File: src/rtl/regmap_pkg.sv
// Shared types and helpers for the I2C register map.
package regmap_pkg;

   typedef enum logic [1:0] {IDLE, PTR, WDATA, RDATA} state_t;

   localparam int REG_W = 8;
   localparam logic [REG_W-1:0] RD_FILL = 8'hFF;

   // Wraps at the end of the map; an out-of-range pointer also returns to 0.
   function automatic logic [7:0] ptr_inc(input logic [7:0] p, input logic [7:0] num_regs);
      return (p >= num_regs - 8'd1) ? 8'd0 : p + 8'd1;
   endfunction

endpackage

File: src/rtl/i2c_reg_map.sv
// Register map behind the I2C peripheral: pointer byte, auto-increment writes/reads.
// Optional REGMAP_STATUS_SNAPSHOT_EN: capture status_in at read start for coherent multi-byte reads.
module i2c_reg_map
   import regmap_pkg::*;
#(
   parameter int NUM_REGS = 16,
   parameter int RO_BASE  = 8
) (
   input  logic                              clk,
   input  logic                              rst,
   input  logic                              txn_start,
   input  logic                              txn_write,
   input  logic                              txn_stop,
   input  logic [7:0]                        rx_data,
   input  logic                              rx_valid,
   input  logic                              tx_taken,
   output logic [7:0]                        tx_data,
   output logic [8*RO_BASE-1:0]              ctrl_regs,
   input  logic [8*(NUM_REGS-RO_BASE)-1:0]   status_in,
   output logic                              wr_strobe,
   output logic [7:0]                        wr_index,
   output logic                              busy
);

   localparam int          NUM_RO = NUM_REGS - RO_BASE;
   localparam logic [7:0]  NREGS8 = 8'(NUM_REGS);
   localparam logic [7:0]  RO8    = 8'(RO_BASE);

   state_t                          state, state_nxt;
   logic [7:0]                      ptr, ptr_nxt;
   logic [RO_BASE-1:0][REG_W-1:0]   ctrl_q;
   logic [NUM_RO-1:0][REG_W-1:0]    stat_src;
   logic                            wr_en;
   logic                            tx_load;
   logic [REG_W-1:0]                rd_val;

`ifdef REGMAP_STATUS_SNAPSHOT_EN
   logic [NUM_RO-1:0][REG_W-1:0] shadow;

   always_ff @(posedge clk) begin
      if (rst)
         shadow <= '0;
      else if (txn_start && !txn_write)
         shadow <= status_in;
   end

   // The first byte is loaded on the same edge the shadow captures, so use the live value then.
   assign stat_src = (txn_start && !txn_write) ? status_in : shadow;
`else
   assign stat_src = status_in;
`endif

   assign ctrl_regs = ctrl_q;
   assign busy      = (state != IDLE);

   always_comb begin
      state_nxt = state;
      ptr_nxt   = ptr;
      wr_en     = 1'b0;
      tx_load   = 1'b0;
      if (txn_start) begin
         // Start wins over any same-cycle byte or take.
         state_nxt = txn_write ? PTR : RDATA;
         tx_load   = !txn_write;
      end else begin
         case (state)
            PTR: if (rx_valid) begin
               ptr_nxt   = rx_data;
               state_nxt = WDATA;
            end
            WDATA: if (rx_valid) begin
               wr_en   = (ptr < RO8);
               ptr_nxt = ptr_inc(ptr, NREGS8);
            end
            RDATA: if (tx_taken) begin
               ptr_nxt = ptr_inc(ptr, NREGS8);
               tx_load = !txn_stop;
            end
            default: ;
         endcase
         if (txn_stop)
            state_nxt = IDLE;
      end
   end

   // Read mux on the post-update pointer so tx_data is ready one cycle after a take.
   always_comb begin
      rd_val = RD_FILL;
      for (int i = 0; i < RO_BASE; i++)
         if (ptr_nxt == 8'(i)) rd_val = ctrl_q[i];
      for (int i = 0; i < NUM_RO; i++)
         if (ptr_nxt == 8'(RO_BASE + i)) rd_val = stat_src[i];
   end

   always_ff @(posedge clk) begin
      if (rst) begin
         state     <= IDLE;
         ptr       <= '0;
         ctrl_q    <= '0;
         tx_data   <= '0;
         wr_strobe <= 1'b0;
         wr_index  <= '0;
      end else begin
         state     <= state_nxt;
         ptr       <= ptr_nxt;
         wr_strobe <= wr_en;
         if (wr_en) begin
            wr_index <= ptr;
            for (int i = 0; i < RO_BASE; i++)
               if (ptr == 8'(i)) ctrl_q[i] <= rx_data;
         end
         if (tx_load)
            tx_data <= rd_val;
      end
   end

endmodule

File: config.mk
export PLATFORM = sky130hd
export DESIGN_NAME = i2c_reg_map
export DESIGN_NICKNAME = d
export VERILOG_FILES = /design/src/rtl/regmap_pkg.sv /design/src/rtl/i2c_reg_map.sv
export SDC_FILE = /design/constraint.sdc
export NUM_CORES = 1
export LEC_CHECK = 0
export ABC_AREA = 1
export CAP_MARGIN = 20
export CELL_PAD_IN_SITES_DETAIL_PLACEMENT = 2
export CELL_PAD_IN_SITES_GLOBAL_PLACEMENT = 2
export CORE_MARGIN = 5
export CORE_UTILIZATION = 26
export DETAILED_ROUTE_END_ITERATION = 10
export HOLD_SLACK_MARGIN = 0.15
export PLACE_DENSITY_LB_ADDON = 0.1
export REMOVE_ABC_BUFFERS = 1
export SYNTH_ARGS = -nofsm -noshare
export SYNTH_HDL_FRONTEND = slang
export SYNTH_SLANG_ARGS = --single-unit
File: constraint.sdc
create_clock -name clk -period 3.8 [get_ports clk]
set_input_delay 0.95 -clock clk [delete_from_list [all_inputs] [get_ports clk]]
set_output_delay 0.95 -clock clk [all_outputs]
set_load 0.03 [all_outputs]
==> metrics.txt <==
DRC viols=0; slowest library cell on the worst path=clkdlybuf4s50_1; Synth area leaders=dfxtp_1 (36%), nand2_1 (11%), nor2_1 (8.2%); first-pass GRT wire length=around 37000 um; Place WS=-0.193 ns; Core Area=19300 um2; Overflow after GRT=0; Hold Crit Start=wr_index[5]; largest net degree at the start of global routing=58; fin crit period=about 3.5 ns; Total Wirelength=23600 um; Yosys top cell by area=dfxtp_1; Crit path top cell by count=nand4_1; GP Congestion=about 0.83; num ports=around 160; family with the most delay on the worst path=simple AND/OR/NAND/NOR gates; top-area cell type share of the netlist area=0.360; worst-case vdd ir drop=0.195 mV; First-pass DRT Iterations=4; CTS Buf Count=9; met1 WL=roughly 10000 um; clock skew=just under 0.007 ns; die area=22300 um2; final period utilization=0.919; Initial Util=0.262; clk sink count=91; Layout area overhead=50.2%; Layout Nets=around 1000; EDFF count, synth=0; wire length on met2=about 12000 um; DR WL/cell=approximately 20 um; FFs w/ async S/R, synth=0; CTS tree=built; Worst Setup End Kind=register; WP data arrival=3.78 ns; peak fanout along the critical path=10; Hold Path Class=reg -> reg; status=finished clean; Worst Setup SP=rx_valid; Max clock buf depth=2; Synth Area per Inst=6.78 um2; CTS Root Cell=clkbuf_16; CP required=slightly above 4 ns; post-cts hold buffer count=0; via count=roughly 5800; Seq cells post-synth=between 90 and 100; Worst-Skew Late Latency=approximately 0.35 ns; Pwr Total=around 2.3 mW; most common library cells after synthesis=nand2_1 (144), nor2_1 (110), inv_1 (92), dfxtp_1 (91), o21ai_0 (41); DRT antenna net count=0; critical path, cell by cell=clkdlybuf4s50_1, inv_4, nand3_1, nand4_1, nand2_1, nand3_1, nor2_4, buf_4, nand3_4, clkinv_2, nand2_1, nand2_1, nand4_1, nor3_4, nand4_1, nor2_1, nand4_1, a21oi_1; Detail Placement HPWL=18900 um; GRT Total Usage=0.212; chip height=approximately 150 um; buffer and inverter count on the worst path=4; yosys warns=0; vias in the first global route=about 6400; sequential area share after synthesis=0.360; # diodes=0; leakage power=2.92 nW; met3 wire length=~940 um; kind of critical path=in -> reg; most numerous cell in the Yosys netlist=nand2_1; CP startpoint kind=input pin; clk slew on worst S/H paths=approximately 0.080 ns; Mapped Area=5050 um2; Syn Inst Count=about 750; final setup vio count=0; prevailing post-synth register cell=dfxtp_1; initial antenna violation count=1; Placement Rows=51; pwr dens=approximately 300 nW/um2; Fmax=~290 MHz; Worst-Margin Slew=approximately 0.69 ns; reg2reg start=state[1]; normalized max-slew margin=0.542; share of layout cells above drive strength 1=0.151; die width=roughly 150 um; initial drt markers=158; H-Tree Depth=3; max layer used=met4; Final Hold Fails=0; worst setup margin=~0.31 ns; Cell variety after synth=37; vias per cell=roughly 4.8; IO buf count=160; max-cap violations=0; Max stage delay on crit path=slightly below 0.6 ns; Final Max Slew Viols=0
flip-flops by register name, summed over array words and instances, names as in the netlist:
signal / flops
ptr: 8
wr_strobe: 1
state: 2
tx_data: 8
wr_index: 8
ctrl_regs: 64
worst reg2reg max path: stages, from the launching register on:
cell,delay [ns]
dfxtp_1,0.59
inv_2,0.11
nor2_2,0.15
nand2_1,0.11
nand2_1,0.13
nand2_1,0.08
nand2_2,0.10
nand3_2,0.08
nand2_1,0.14
nor2_2,0.06
buf_4,0.16
nand3_4,0.10
buf_12,0.13
nor2_1,0.04
nor2_1,0.15
nand2_1,0.07
nand2_1,0.07
nand4_1,0.12
nor2_1,0.13
nand4_1,0.11
nor2_1,0.12
nand3_1,0.08
a21oi_1,0.12
layer usage:
layer / GRT usage / up-vias
li1: - / 2814
met1: 0.271 / 2832
met2: 0.375 / 113
met3: 0.0297 / 26
met4: 0.0545 / 0
met5: 0 / -
final cells by class:
cell class                 instances  area [um2]
fill                            2303       11700
multi-input combinational        523        2730
timing repair buffer             211        2020
sequential                        91        1820
inverter                         106         402
tap                              265         332
clock buffer                      10         229
clock inverter                     6        58.8
layout by cell type (no fill, tap or decap), drive strengths merged:
master,synthesis,final
clkinv,3,5
clkinvlp,0,1
a21oi,40,40
nor2,130,130
nor4,7,7
dfxtp,91,91
o31ai,1,1
nand2,151,151
o21ai,43,43
clkdlybuf4s50,0,159
nor3,12,12
nand4,29,29
ha,4,4
inv,103,106
buf,13,52
nand3b,1,1
clkbuf,12,10
nand3,33,33
a211oi,40,40
o211ai,1,1
or2,31,31
path summary, 6_finish.rpt:
check | end | cells after the start | slack, ns
setup / recovery | tx_data[4] | 18 | 0.31
hold / removal | wr_index[5] | 2 | 0.45
setup reg to reg | tx_data[2] | 22 | 0.77
hold reg to reg | wr_index[5] | 2 | 0.45
kinds of logic after synthesis:
| family | share of synthesized area |
|---|---|
| compound gates | 0.145 |
| fa+ha+maj | 0.00990 |
| buf+inv | 0.103 |
| flops | 0.360 |
| simple gates | 0.382 |
what timing repair did:
action / CTS / global route
gates resized for setup: 0 / 3
setup buffers: 0 / 4
setup endpoints to repair: 0 / 2
stage by stage:
stage	std cells	TNS, ns	area (um2)	utilization	hold WS, ns
2_1_floorplan	720	0	4930	-	0.458
3_3_place_gp	1191	-0.121	7250	0.376	0.427
3_5_place_dp	1191	-0.628	7250	0.376	0.433
5_1_grt	1212	-0.0113	7590	0.394	0.480
6_report	1212	0	7590	0.394	0.447
4_1_cts	1207	0	7540	0.391	0.448
power by group:
part           internal (mW)  switching (mW)  total (mW)
clock network          0.459           0.447       0.906
logic                  0.180           0.244       0.424
registers              0.965          0.0128       0.978
Power figures use the tool's default switching activity.
